--- src/rtl/wb_write_queue.sv ---
// Register-file writeback arbiter: primary pipeline writes pass straight through,
// long-latency writes wait in a small FIFO. Optional macro WB_BYPASS_EN adds same-cycle secondary bypass.
module wb_write_queue #(
  parameter int unsigned DEPTH = 4
) (
  input  logic                     clk,
  input  logic                     rst,
  input  logic                     pri_we,
  input  logic [4:0]               pri_waddr,
  input  logic [31:0]              pri_wdata,
  input  logic                     sec_valid,
  output logic                     sec_ready,
  input  logic [4:0]               sec_waddr,
  input  logic [31:0]              sec_wdata,
  output logic                     rf_we,
  output logic [4:0]               rf_waddr,
  output logic [31:0]              rf_wdata,
  output logic [31:0]              pend_mask,
  output logic [$clog2(DEPTH):0]   count,
  output logic                     waw_hit
);

  localparam int unsigned AW = $clog2(DEPTH);
  localparam logic [AW:0] FULL_COUNT = (AW + 1)'(DEPTH);

  logic [4:0]    addr_mem [DEPTH];
  logic [31:0]   data_mem [DEPTH];
  logic [AW-1:0] rd_ptr;
  logic [AW-1:0] wr_ptr;

  logic        empty;
  logic        full;
  logic        pri_ok;
  logic        bypass;
  logic        push;
  logic        pop;
  logic [31:0] pend_next;

  always_comb begin
    empty     = (count == '0);
    full      = (count == FULL_COUNT);
    pri_ok    = pri_we && (pri_waddr != '0);
    sec_ready = !rst && !full && ((sec_waddr == '0) || !pend_mask[sec_waddr]);
`ifdef WB_BYPASS_EN
    bypass    = empty && !pri_ok && sec_valid && sec_ready && (sec_waddr != '0);
`else
    bypass    = 1'b0;
`endif
    push      = sec_valid && sec_ready && (sec_waddr != '0) && !bypass;
    pop       = !pri_ok && !empty;
    waw_hit   = !rst && pri_ok && pend_mask[pri_waddr];

    rf_we    = 1'b0;
    rf_waddr = '0;
    rf_wdata = '0;
    if (!rst) begin
      if (pri_ok) begin
        rf_we    = 1'b1;
        rf_waddr = pri_waddr;
        rf_wdata = pri_wdata;
      end else if (!empty) begin
        rf_we    = 1'b1;
        rf_waddr = addr_mem[rd_ptr];
        rf_wdata = data_mem[rd_ptr];
      end else if (bypass) begin
        rf_we    = 1'b1;
        rf_waddr = sec_waddr;
        rf_wdata = sec_wdata;
      end
    end

    // Clear before set: sec_ready guarantees the pushed address differs from the popped one.
    pend_next = pend_mask;
    if (pop)
      pend_next[addr_mem[rd_ptr]] = 1'b0;
    if (push)
      pend_next[sec_waddr] = 1'b1;
  end

  always_ff @(posedge clk) begin
    if (rst) begin
      rd_ptr    <= '0;
      wr_ptr    <= '0;
      count     <= '0;
      pend_mask <= '0;
    end else begin
      pend_mask <= pend_next;
      if (push)
        wr_ptr <= wr_ptr + 1'b1;
      if (pop)
        rd_ptr <= rd_ptr + 1'b1;
      unique case ({push, pop})
        2'b10:   count <= count + 1'b1;
        2'b01:   count <= count - 1'b1;
        default: count <= count;
      endcase
    end
  end

  always_ff @(posedge clk) begin
    if (!rst && push) begin
      addr_mem[wr_ptr] <= sec_waddr;
      data_mem[wr_ptr] <= sec_wdata;
    end
  end

endmodule

--- config.mk ---
export PLATFORM = sky130hd
export DESIGN_NAME = wb_write_queue
export DESIGN_NICKNAME = d
export VERILOG_FILES = /design/src/rtl/wb_write_queue.sv
export SDC_FILE = /design/constraint.sdc
export NUM_CORES = 1
export LEC_CHECK = 0
export ABC_AREA = 1
export CORE_ASPECT_RATIO = 0.9
export CORE_MARGIN = 10
export CORE_UTILIZATION = 57
export DETAILED_ROUTE_END_ITERATION = 10
export PLACE_DENSITY_LB_ADDON = 0.12
export SETUP_SLACK_MARGIN = 0.3
export SKIP_CTS_REPAIR_TIMING = 1
export SLEW_MARGIN = 20
export SYNTH_ARGS = -nofsm -noshare
export SYNTH_HDL_FRONTEND = slang
export SYNTH_SLANG_ARGS = --single-unit
--- constraint.sdc ---
create_clock -name clk -period 5.25 [get_ports clk]
set_input_delay 0.7875 -clock clk [delete_from_list [all_inputs] [get_ports clk]]
set_output_delay 0.7875 -clock clk [all_outputs]
set_load 0.02 [all_outputs]
Yosys cells after proc, flatten, opt, wreduce, memory -nomap -nowiden:

Memories as Yosys holds them, arrays and structs flattened. A register that Yosys moved wholly into a read port is not among the register bits.
Index checks and enable logic that the tools add are counted.

* bits in registers: 39
* latch bits: 0
* memory bits (writable): 148
* bits in read-only memories: 0
* word-level logic and storage cells: 69
* memories: 2

Memories
* data_mem: depth 4, width 32, rd ports 1, clocked after memory_dff 1, wr ports 1, RTL line 27 `logic [31:0] data_mem [DEPTH];`
* addr_mem: depth 4, width 5, rd ports 1, clocked after memory_dff 1, wr ports 1, RTL line 26 `logic [4:0] addr_mem [DEPTH];`

* add/subtract/negate cells: 4
* multipliers: 0
* divide/modulo/power cells: 0
* order comparisons: 5
* equal/unequal tests: 3
* shifts and indexed selects: 0
* multiplexer cells: 26
* bitwise operators: 3
* reduce and logical (&&, ||, !) cells: 22

Operator list (number)
* $mux 32: 5
* $and 32x32->32: 1
* $not 32->32: 1
* $or 32x32->32: 1
* $lt 5x6->1 const B: 3
* $mux 5: 3
* $logic_and 1x1->1: 11
* $bmux 1 s5: 2
* $demux 1 s5: 2
* $ge 5x1->1 const B: 2
* $reduce_bool 5->1: 2
* $mux 1: 9
* $mux 2: 4
* $pmux 3 s2: 1
* $logic_not 1->1: 5
* $logic_not 5->1: 1
* $add 2x1->2 const B: 2
* $add 3x1->3 const B: 1
* $eq 3x3->1 const B: 1
* $logic_not 3->1: 1
* $sub 3x1->3 const B: 1
* $eq 2x1->1 const B: 1
* $eq 2x2->1 const B: 1
* $reduce_bool 2->1: 1
* $logic_or 1x1->1: 1

Depth between registers and ports, before layout:

* word-level depth: 10
* mapped depth: 18
* mapped depth without buffers: 17

Least setup slack after synthesis:

Ideal clock, no wire load.

* path kind: input -> register
* start point: input sec_waddr[0]
* end point: memory addr_mem[0][0] (enable)
* setup time: 431 ps
* data arrival time: 3237 ps
* data required time: 4819 ps
* slack: 1581 ps
* stages on the path: 12
* cells stage by stage: buf_2 > nand2_1 > o21ai_0 > nand2_1 > nand2_1 > nand2_1 > nand2_1 > nor2_1 > nand2_1 > nand2_2 > nand3_2 > nor2_1

* cells in the longest elaborated chain, start to end: 10
* elaborated cells on any way between the ends: 12
* those cells by class: 4 x mux; 8 x reduce/logical

Ends and longest elaborated chain
* start, declared: RTL line 13 `input logic [4:0] sec_waddr,`
* $bmux 1 s5: RTL line 43 `sec_ready = !rst && !full && ((sec_waddr == '0) || !pend_mask[sec_waddr]);`
* $mux 1 (not written as such): RTL line 43
* $logic_not 1->1: RTL line 43
* $logic_or 1x1->1: RTL line 43
* $logic_and 1x1->1: RTL line 43
* $logic_and 1x1->1: RTL line 49 `push = sec_valid && sec_ready && (sec_waddr != '0) && !bypass;`
* $logic_and 1x1->1 *: RTL line 49
* $logic_and 1x1->1 *: RTL line 101 `if (!rst && push) begin`
* $mux 1 *: RTL line 101
* $mux 1 (not written as such) *: RTL line 102 `addr_mem[wr_ptr] <= sec_waddr;`
* end, declared: RTL line 26

Every way passes the cells marked *; elsewhere a longest branch is shown, timed or not. The select of a mux whose other input is x is not followed.

Final worst setup path:

* start point: input pri_waddr[1]
* end point: output rf_waddr[3]

* cells in the longest elaborated chain, start to end: 4

Ends and longest elaborated chain
* start, declared: RTL line 9 `input logic [4:0] pri_waddr,`
* $reduce_bool 5->1: RTL line 42 `pri_ok = pri_we && (pri_waddr != '0);`
* $logic_and 1x1->1: RTL line 42
* $mux 5: RTL line 57 `if (pri_ok) begin`
* $mux 5: RTL line 56 `if (!rst) begin`
* end, declared: RTL line 16 `output logic [4:0] rf_waddr,`

No other way between the ends.

==> summary.txt <==
Outcome
  • Outcome: finished, final reports clean

Global routing
  • Overall routing resource usage: 0.229
  • First-pass GRT wire length: 36300 um
  • M3 GR Usage: 0.0828
  • Met2 GRT Util: 0.351
  • GRT overflow: 0
  • Vias in the first global route: 6621
  • GRT busiest layer: met2
  • Grt met1 use: 0.296
  • Largest net degree at the start of global routing: 75
  • Initial antenna violation count: 0

Die
  • Die area: 20300 sq um
  • Ports: 153
  • Starting Density: 0.581
  • Core box area: 14700 sq um
  • Core Rows: 42
  • Die extent in x: 149 um
  • DIE HEIGHT: 136 um

Pwr
  • Leakage power total: 3.87 nW
  • Tot Pwr: 4.05 mW
  • Peak supply drop: 290 uV
  • PwrDens: 372 nW/um^2

Worst setup path
  • CP bufs+invs: 4
  • CP Launch Type: input pin
  • CP required: 4460 ps
  • Worst R2R End: pend_mask[20]$_SDFF_PP0_
  • Worst setup path class: in2out
  • Critical path's top delay family: buffers and inverters
  • Reg-to-reg setup timing slack: 2320 ps
  • Reg2Reg Depth: 7
  • Worst endpoint data arrival time: 3820 ps
  • Worst-path maximum fanout: 24
  • Slowest CP cell: clkdlybuf4s50_1
  • CP max stage delay: 650 ps
  • CP cell instances: clkdlybuf4s50_1 > inv_1 > nand4_1 > nand2_1 > inv_1 > nor2_1 > nand2_1 > o21ai_0 > clkdlybuf4s50_1
  • WP depth: 9
  • CP endpoint kind: output pin

Worst hold path
  • Critical hold path startpoint: rd_ptr[1]$_SDFFE_PP0N_
  • Hold/Removal Path Class: reg2reg
  • Hold path depth: 2
  • Hold worst-path end: rd_ptr[1]$_SDFFE_PP0N_

Clock tree
  • Max Root-Sink Buffers: 2
  • H-tree depth: 4
  • Clk_lat worst skew: 440 ps
  • Total CTS buffers: 17
  • Clk sink count: 189
  • Root buffer cell: clkbuf_16
  • Clock slew at reported path FFs: 70 ps
  • CTS tree: yes

Yosys
  • Biggest area consumer among synthesized cells: edfxtp_1
  • Yosys warning count: 0
  • Fraction of registers with async set/reset: 0
  • Multiplexer area fraction after synthesis: 0
  • Post-synthesis instance total: 881
  • Synth Area in Compound Gates: 0.154
  • Syn avg cell area: 9.71 sq um
  • Most used DFF post-synth: edfxtp_1
  • Syn Nets: 965
  • EDFF count, synth: 148
  • Synth cell count leaders: 214 x nand2_1, 148 x edfxtp_1, 104 x o21ai_0, 92 x nor2_1, 67 x a21oi_1
  • XOR/XNOR Fraction of Synth Area: 0
  • Syn Std Cell Area: 8550 sq um
  • Most area-consuming cells after synthesis: edfxtp_1 52%, dfxtp_1 9.6%, nand2_1 9.4%, o21ai_0 6.1%, nor2_1 4.0%
  • Most common cell in the netlist: nand2_1
  • Main combinational cell family by area after synthesis: simple AND/OR/NAND/NOR gates
  • Post-Synth Adder-Cell Area: 0.00965
  • Synthesized flop and latch total: 189
  • Seq/Total Area, Yosys: 0.616
  • Cell variety after synth: 29
  • Area share of the largest cell type after synthesis: 0.520
  • Simple-Gate Fraction of Synth Area: 0.174

Timing
  • Fin crit period: 4610 ps
  • Max-slew violation count: 0
  • RSZ-0062 raised after global routing: false
  • Max-slew headroom: 0.385
  • TNS Setup: 0 ps
  • Worst setup margin: 638 ps
  • F_max: 0.217 GHz
  • Final setup fails: 0
  • Final Cycle Share: 0.878
  • Worst-Margin Slew: 921 ps
  • Fin Hold WS: 475 ps
  • Worst Skew: 8.29 ps
  • Final Hold Viols: 0

Routing
  • Post-Route WL: 23500 um
  • Vias: 7141
  • ANT nets after route: 0
  • DR WL/cell: 19.1 um
  • DR vias/cell: 5.79
  • Pre-antenna DRT Iters: 7
  • Initial DRC Count: 789
  • DRC Markers: 0

Layout
  • Layout cells sized above 1: 0.0627
  • ANT cells: 0
  • Layout area overhead: 27.5%
  • Fill cells: 1066
  • Fin nets: 1107

Placement
  • Post-Place Setup Slack: 639 ps
  • I/O Buffers: 152
  • Hpwl dp: 15700 um
  • Final GP Congestion: 0.994

Job
  • Max_cap viols: 0
==> stage by stage <==
stage,instance area (sq um),utilization,std cells
2_1_floorplan,8550,-,881
3_3_place_gp,10300,0.701,1202
3_5_place_dp,10300,0.701,1202
4_1_cts,10900,0.741,1234
5_1_grt,10900,0.741,1234
6_report,10900,0.741,1234
==> cells by family (layout without fill, tap and decap cells) <==
kind of cell,count (synthesis),after routing
DFF,189,189
and+or+nand+nor,364,364
AOI/OAI and AO/OA,226,226
buffers and inverters,96,251
adders and majority gates,6,6
==> worst max-delay path by stage <==
stage	start	to	slack, ps
floorplan	sec_waddr[0]	addr_mem[0][0]$_DFFE_PP_	1580
global placement	pri_waddr[1]	rf_waddr[3]	730
detailed placement	pri_waddr[1]	rf_wdata[4]	640
finish	pri_waddr[1]	rf_waddr[3]	640
global route	pri_waddr[1]	rf_wdata[26]	360
CTS	pri_waddr[1]	rf_wdata[4]	620
==> sequential cells by signal, summed over array words and instances (netlist names), named ones only <==
register,cells
count,3
pend_mask,32
wr_ptr,2
addr_mem,20
data_mem,128
rd_ptr,2
==> per-layer routing <==
metal  part of all wire  routed length (um)  up-vias
met1               0.40                9490     3341
met3               0.12                2760       25
met5                  0                   0        -
met4              0.015                 346        0
met2               0.46               10900      351
li1                   -                   -     3424
==> worst register-to-register path: cells and delay by family, from the launching register on <==
kind	cells	cell delay, ps
buffers and inverters	2	780
flip-flops	1	790
AO/OA/AOI/OAI	4	840
AND/OR/NAND/NOR	1	390
==> power breakdown <==
group / switching (mW) / leakage, nW / internal, mW
clock: 0.577 / 0.288 / 0.712
combinational: 0.671 / 1.90 / 0.376
sequential: 0.0359 / 1.68 / 1.68
==> placed cells by master (no fill, tap or decap), drive strengths merged, types with 19 or more instances in the layout <==
master	Yosys	final
nand2	215	215
a32o	29	29
inv	41	46
dfxtp	41	41
o21ai	104	104
a21oi	67	67
buf	18	24
edfxtp	148	148
o22ai	19	19
clkdlybuf4s50	0	152
nor2	92	92
nand4	35	35
==> final cells by class <==
cell class                 count  area (sq um)  area share
multi-input combinational    596          2930       0.269
timing repair buffer         176          1710       0.157
clock inverter                14           159      0.0146
clock buffer                  18           429      0.0393
inverter                      43           161      0.0148
tap                          198           248      0.0227
sequential                   189          5270       0.483
No activity file was read; power rests on OpenSTA's default activity.
